$ cat src/rtl/pkt_rx_parser.sv
// pkt_rx_parser: router ingress stage. Splits the serial byte stream into
// packets (header, L payload bytes, CRC-8), writes header and payload into
// the per-destination FIFO selected by the header, and at the end of each
// packet either commits it (wr_ptr_upd) or discards it (flush).
module pkt_rx_parser #(
    parameter int NUM_PORTS = 3,
    parameter int CNT_WD    = 8
) (
    input  logic                 clk,
    input  logic                 rst_n,
    input  logic                 in_valid,
    input  logic [7:0]           in_data,
    output logic [7:0]           fifo_data,
    output logic [NUM_PORTS-1:0] fifo_push,
    output logic [NUM_PORTS-1:0] fifo_wr_ptr_upd,
    output logic [NUM_PORTS-1:0] fifo_flush,
    input  logic [NUM_PORTS-1:0] fifo_full,
    output logic                 busy,
    output logic [CNT_WD-1:0]    drop_cnt
);

    typedef enum logic [1:0] {
        ST_IDLE,
        ST_PAYLOAD,
        ST_CRC
    } state_t;

    state_t               state_reg;
    logic [1:0]           dest_reg;
    logic [5:0]           rem_reg;
    logic [7:0]           crc_reg;
    logic                 drop_reg;
    logic                 ovf_reg;
    logic [CNT_WD-1:0]    drop_cnt_reg;
    logic [7:0]           data_reg;
    logic [NUM_PORTS-1:0] pend_reg;
    logic [NUM_PORTS-1:0] upd_reg;
    logic [NUM_PORTS-1:0] flush_reg;

    logic [1:0]           hdr_dest;
    logic [5:0]           hdr_len;
    logic                 hdr_invalid;
    logic [1:0]           dest_sel;
    logic                 data_acc;
    logic                 crc_acc;
    logic                 full_hit;
    logic                 pkt_bad;
    logic [NUM_PORTS-1:0] port_sel;

    // CRC-8, polynomial 0x07, MSB first, one byte folded in per call
    function automatic logic [7:0] crc8_upd(input logic [7:0] crc, input logic [7:0] b);
        logic [7:0] c;
        c = crc ^ b;
        for (int i = 0; i < 8; i++) begin
            c = c[7] ? ({c[6:0], 1'b0} ^ 8'h07) : {c[6:0], 1'b0};
        end
        return c;
    endfunction

    assign hdr_dest    = in_data[7:6];
    assign hdr_len     = in_data[5:0];
    assign hdr_invalid = (int'(hdr_dest) >= NUM_PORTS);

    // Destination of the byte being accepted: the header names it in IDLE,
    // afterwards the captured one applies.
    assign dest_sel = (state_reg == ST_IDLE) ? hdr_dest : dest_reg;
    assign data_acc = in_valid && (state_reg != ST_CRC);
    assign crc_acc  = in_valid && (state_reg == ST_CRC);

    // A push that is being suppressed right now because its FIFO is full.
    // This also covers the last payload push, which lands in the CRC cycle.
    assign full_hit = |(pend_reg & fifo_full);
    assign pkt_bad  = drop_reg || ovf_reg || full_hit || (in_data != crc_reg);

    // One-hot port decode; an out-of-range destination decodes to all zeros,
    // so an invalid packet never touches any FIFO.
    generate
        for (genvar gi = 0; gi < NUM_PORTS; gi++) begin : g_port_sel
            assign port_sel[gi] = (dest_sel == 2'(gi));
        end
    endgenerate

    // Packet FSM together with the registered write/commit/flush strobes
    always_ff @(posedge clk or negedge rst_n) begin
        if (!rst_n) begin
            state_reg    <= ST_IDLE;
            dest_reg     <= '0;
            rem_reg      <= '0;
            crc_reg      <= '0;
            drop_reg     <= 1'b0;
            ovf_reg      <= 1'b0;
            drop_cnt_reg <= '0;
            data_reg     <= '0;
            pend_reg     <= '0;
            upd_reg      <= '0;
            flush_reg    <= '0;
        end else begin
            pend_reg  <= data_acc ? port_sel : '0;
            upd_reg   <= '0;
            flush_reg <= '0;
            if (data_acc) begin
                data_reg <= in_data;
            end
            if (in_valid && (state_reg == ST_IDLE)) begin
                ovf_reg <= 1'b0;
            end else if (full_hit) begin
                ovf_reg <= 1'b1;
            end

            case (state_reg)
                ST_IDLE: begin
                    if (in_valid) begin
                        dest_reg  <= hdr_dest;
                        rem_reg   <= hdr_len;
                        crc_reg   <= crc8_upd(8'h00, in_data);
                        drop_reg  <= hdr_invalid;
                        state_reg <= (hdr_len != 6'd0) ? ST_PAYLOAD : ST_CRC;
                    end
                end
                ST_PAYLOAD: begin
                    if (in_valid) begin
                        crc_reg <= crc8_upd(crc_reg, in_data);
                        rem_reg <= rem_reg - 6'd1;
                        if (rem_reg == 6'd1) begin
                            state_reg <= ST_CRC;
                        end
                    end
                end
                ST_CRC: begin
                    if (crc_acc) begin
                        upd_reg   <= pkt_bad ? '0 : port_sel;
                        flush_reg <= pkt_bad ? port_sel : '0;
                        if (pkt_bad && (drop_cnt_reg != '1)) begin
                            drop_cnt_reg <= drop_cnt_reg + 1'b1;
                        end
                        state_reg <= ST_IDLE;
                    end
                end
                default: state_reg <= ST_IDLE;
            endcase
        end
    end

    // The full flag is sampled in the push cycle itself, hence the late mask
    assign fifo_push       = pend_reg & ~fifo_full;
    assign fifo_data       = data_reg;
    assign fifo_wr_ptr_upd = upd_reg;
    assign fifo_flush      = flush_reg;
    assign busy            = (state_reg != ST_IDLE);
    assign drop_cnt        = drop_cnt_reg;

endmodule

$ cat config.mk
export PLATFORM = sky130hd
export DESIGN_NAME = pkt_rx_parser
export DESIGN_NICKNAME = d
export VERILOG_FILES = /design/src/rtl/pkt_rx_parser.sv
export SDC_FILE = /design/constraint.sdc
export NUM_CORES = 1
export LEC_CHECK = 0
export BUFFER_PORTS_ARGS = -buffer_cell sky130_fd_sc_hd__buf_2
export CORE_MARGIN = 5
export CORE_UTILIZATION = 50
export DETAILED_ROUTE_END_ITERATION = 8
export PLACE_DENSITY = 0.74
export SLEW_MARGIN = 20
export SYNTH_ARGS = -nofsm -noshare
export SYNTH_HDL_FRONTEND = slang
export SYNTH_SLANG_ARGS = --single-unit
export TNS_END_PERCENT = 20
$ cat constraint.sdc
create_clock -name clk -period 2.5 [get_ports clk]
set_input_delay 0.5 -clock clk [delete_from_list [all_inputs] [get_ports clk]]
set_output_delay 0.5 -clock clk [all_outputs]
set_load 0.01 [all_outputs]
======== Word-level counts from Yosys, hierarchy flattened ========
Cells that the tools add are included.
word-level totals
  register bits ........................... 45
  logic and storage cells ................. 102
operators by class
  add/sub/neg operators ................... 2
  magnitude comparators ................... 1
  equal/unequal tests ..................... 12
  muxes and demuxes ....................... 38
  bitwise gates (word level) .............. 20
  reduce and logical (&&, ||, !) cells .... 18
operator list
  operator                                          count
  2-to-1 mux 3 bit                                  23
  NOT 3 bit                                         17
  2-to-1 mux 8 bit                                  2
  one-hot mux 8 bit (2 select lines)                1
  2-to-1 mux 2 bit                                  6
  2-to-1 mux 6 bit                                  2
  one-hot mux 6 bit (2 select lines)                1
  != test 2 bit, second input constant              5
  adder 8 x 1 -> 8 bit, second input constant       1
  != test 8 bit                                     1
  != test 8 bit, second input constant              1
  XOR 8 bit                                         1
  AND 3 bit                                         2
  == test 6 x 1 -> 1 bit, second input constant     1
  one-hot mux 2 bit (3 select lines)                1
  AND reduction 3 bit                               2
  nonzero test 2 bit                                3
  nonzero test 6 bit                                1
  subtractor 6 x 1 -> 6 bit, second input constant  1
  == test 2 x 1 -> 1 bit, second input constant     2
  == test 2 bit, second input constant              2
  logical AND 1 bit                                 4
  zero test 2 bit                                   2
  AND reduction 4 bit                               1
  5 further kinds                                   8

======== Longest topological paths before layout ========
  depth after elaboration ................. 19
  gate-level depth with buffers ........... 8

======== Least setup slack after synthesis ========
OpenSTA, ideal clock, no wires.
  kind .................................... input-to-reg
  start ................................... in in_data[7]
  end ..................................... reg upd_reg[0], in the netlist fifo_wr_ptr_upd[0]
  library setup time ...................... 86 ps
  arrival ................................. 2023 ps
  data required time ...................... 2414 ps
  setup slack ............................. 391 ps
  cell stages on the path ................. 8
  buffers on the path ..................... 1
  cells stage by stage .................... clkbuf_1 xnor2_1 ha_1 and4b_1 nand4_1 or2_2 or3_1 nor3_1
between the ends
  cells in the longest elaborated chain, start to end .. 5
  elaborated cells between the ends (all ways) .. 7
RTL lines
  element                                              RTL line  source
  start: declaration                                   12        input logic [7:0] in_data,
  != test 8 bit or 2-to-1 mux 2 bit (tied branches)    73, 66
  logical OR 1 bit or zero test 2 bit (tied branches)  73, 79
  2-to-1 mux 3 bit *                                   131       upd_reg <= pkt_bad ? '0 : port_sel;
  2-to-1 mux 3 bit *                                   130       if (crc_acc) begin
  2-to-1 mux 3 bit *                                   110       case (state_reg)
  end signal: assignment                               131
  end: declaration                                     37        logic [NUM_PORTS-1:0] upd_reg;
Mark *: on every way between the ends. The rest lies on a longest branch, timed or not.
A chain may end at the register's enable or synchronous reset.

======== Worst setup path in the final report ========
  start ................................... reg crc_reg[6]
  end ..................................... reg drop_cnt_reg[1], in the netlist drop_cnt[1]
between the ends
  cells in the longest elaborated chain, start to end .. 4
RTL lines
  element                               RTL line  source
  start: declaration                    31        logic [7:0] crc_reg;
  start signal: assignment              115       crc_reg <= crc8_upd(8'h00, in_data);
  start signal: assignment              122       crc_reg <= crc8_upd(crc_reg, in_data);
  != test 8 bit                         73        assign pkt_bad = drop_reg || ovf_reg || full_hit || (in_data != crc_reg);
  logical OR 1 bit                      73
  logical AND 1 bit                     133       if (pkt_bad && (drop_cnt_reg != '1)) begin
  AND reduction 3 bit (no source line)  -
  end signal: assignment                134       drop_cnt_reg <= drop_cnt_reg + 1'b1;
  end: declaration                      34        logic [CNT_WD-1:0] drop_cnt_reg;
Every way passes these cells.

==> qor.yml <==
path_clk_slew_ps: 90
drcViolationCount: 0
worst_hold_path_type: "in2async"
reg2reg_depth: 7
cts_buffers: 5
tritoncts: "built"
synth.net_count: 300
grt_first_pass_wirelength_mm: 9.27
timing.final.ws_setup_ps: 374
fin_crit_sh_pct: 85.0
wl_mm: 5.54
vdd_ir_drop_max_mv: 0.892
critPathLaunch: "crc_reg[6]$_DFFE_PN0P_"
global_route.usage.total_pct: 17.9
coreArea_sq_um: 5110
timing_hold_violations_final: 0
post_route_setup_tns_ps: 0
r2r_end: "drop_cnt[1]$_DFFE_PN0P_"
timing.setup.critical_path_class: "reg2reg"
path_max_fanout: 9
fp.dieW_um: 82.3
ys.warnings.count: 0
layout.cells.most_common: "dfrtp_1"
rsz0062_at_grt: "no"
routed_length_per_placed_instance_um: 14.5
io_buffers: 39
synth-seq-cells: 45
max_freq_mhz: 470
flow.area_growth_from_synthesis_pct: 13.2
dieArea_sq_um: 6780
postSynthAreaPerCell_sq_um: 9.44
maximum_number_of_pins_on_one_net_before_global_route_repair: 19
powerDensity_nw_per_um2: 1140
regToRegStartpoint: "crc_reg[6]$_DFFE_PN0P_"
worst_skew_pair.late_latency_ps: 300
cts-htree-levels: 2
final_cell_mix: "dfrtp_1, buf_2, nor2_1"
num_vias: 2101
postCtsHoldBufs: 0
fp-row-count: 26
leakage_nw: 1.38
asyncSetResetFlopFracSynth_pct: 100
place_congestion: 0.857
io-pin-count: 40
grt_pass1_vias: 1990
postCtsSetupRepairBufs: 0
timing.slew.headroom_pct: 62.7
antennaDiodeCount: 0
crit_arrival_ps: 2320
yosysUniqueCellTypes: 40
number_of_flops_mapped_to_enable_cells_by_yosys: 0
setup_viol_count_final: 0
drt_iter0_markers: 140
clockBufferDepth: 2
syn-cell-area_sq_um: 2620
initial_utilization_pct: 51.2
half_perimeter_wire_length_after_detailed_placement_mm: 4.19
drv_cap: 0
clkSinkCount: 45
crit_path_start_kind: "register"
final-max-slew-violation-count: 0
synth_ff_type: "dfrtp_1"
nNetsFinal: 334
die_h_um: 82.3
post_cts.resized_instances: 0
clock_tree.root_cell: "clkbuf_8"
viasPerCell: 5.50
drt_pass1_iterations: 4
worst-endpoint-required_ps: 2690
r2r_setup_slack_ps: 370
worstSetupEndpointType: "register"
antenna_found_initial: 0
synth_sequential_area_ratio_pct: 43.1
result_of_the_run: "complete, no violations"
finalClockSkew_ps: 7.21
detail-route-antenna-nets: 0
postSynthCellCount: 277
place_ws_ps: 197
period_minus_slack_ps: 2130
worst-slew-pin-transition_ps: 558
grt.overflow.total: 0
ratio_of_cells_with_drive_above_1_in_the_final_layout_pct: 20.2
per-layer routing:
metal / track usage, % / share of wire [%] / wire length, um
met5: 0 / 0 / 0
met4: 6.15 / 1.1 / 62
met3: 3.69 / 6.8 / 375
met2: 30.1 / 47 / 2600
met1: 22.8 / 45 / 2500
logic make-up (layout without fill, tap and decap cells):
group | count (synthesis) | after routing | synth area share, %
AOI/OAI and AO/OA | 53 | 53 | 12.6
and+or+nand+nor | 98 | 98 | 17.3
adders and majority gates | 9 | 9 | 4.31
buffers and inverters | 29 | 64 | 5.07
muxes | 12 | 12 | 5.84
DFF | 45 | 45 | 43.1
xor gates and xnor gates | 31 | 31 | 11.8
through the flow:
| stage | total power [mW] | utilization (%) | cell area, sq um | hold WS (ps) | instances |
|---|---|---|---|---|---|
| floorplan | 2.44 | - | 2620 | 204 | 277 |
| global placement | 2.77 | 55.8 | 2850 | 436 | 374 |
| detailed placement | 2.83 | 55.8 | 2850 | 437 | 374 |
| CTS | 3.39 | 57.9 | 2960 | 111 | 382 |
| global route | 3.67 | 57.9 | 2960 | 132 | 382 |
| finish | 3.38 | 57.9 | 2960 | 106 | 382 |
worst max-delay path by stage:
stage | slack (ps) | end
final | 370 | drop_cnt[1]$_DFFE_PN0P_
after global routing | 190 | drop_cnt[1]$_DFFE_PN0P_
after CTS | 370 | drop_cnt[1]$_DFFE_PN0P_
after detailed placement | 200 | drop_cnt[1]$_DFFE_PN0P_
after global placement | 310 | drop_cnt[1]$_DFFE_PN0P_
after floorplan | 390 | fifo_wr_ptr_upd[0]$_DFF_PN0_
synthesized netlist by cell type (3+ instances only):
cell type | n | area [sq um]
dfrtp_1 | 45 | 1130
o21ai_0 | 20 | 100
nor2b_1 | 6 | 37.5
mux2i_1 | 4 | 40.0
o22ai_1 | 5 | 31.3
nor2_1 | 31 | 116
mux2_2 | 6 | 67.6
a21oi_1 | 8 | 40.0
a22oi_1 | 3 | 22.5
a211oi_1 | 4 | 30.0
inv_1 | 12 | 45.0
nand2b_1 | 6 | 37.5
nor3_1 | 8 | 40.0
xnor2_1 | 22 | 193
nand2_1 | 30 | 113
nand3_1 | 6 | 30.0
clkbuf_1 | 8 | 30.0
xor2_1 | 6 | 52.6
a31oi_1 | 5 | 31.3
nand4_1 | 4 | 25.0
buf_2 | 6 | 30.0
ha_1 | 9 | 113
where the power goes:
part / switching (mW) / leakage (nW) / internal, mW / total [mW]
logic: 0.768 / 0.759 / 0.743 / 1.51
clock network: 0.254 / 0.0554 / 0.300 / 0.554
registers: 0.335 / 0.562 / 0.981 / 1.32
critical path: stages (launching register included):
cell     delay, ps
dfrtp_1        490
xnor2_1        210
ha_1           170
and4b_1        190
nand4_1        140
o21ai_2        340
nor2_1         170
mux2_2         290
final cells by class:
| class | count | area, sq um |
|---|---|---|
| well taps | 70 | 87.6 |
| clock inverters | 2 | 38.8 |
| fillers | 460 | 2150 |
| flip-flops and latches | 45 | 1130 |
| repair buffers | 44 | 233 |
| clock buffers | 6 | 72.6 |
| multi-input cells | 203 | 1360 |
| inverters | 12 | 45.0 |
Note: power is estimated with default switching activity, not from simulation.
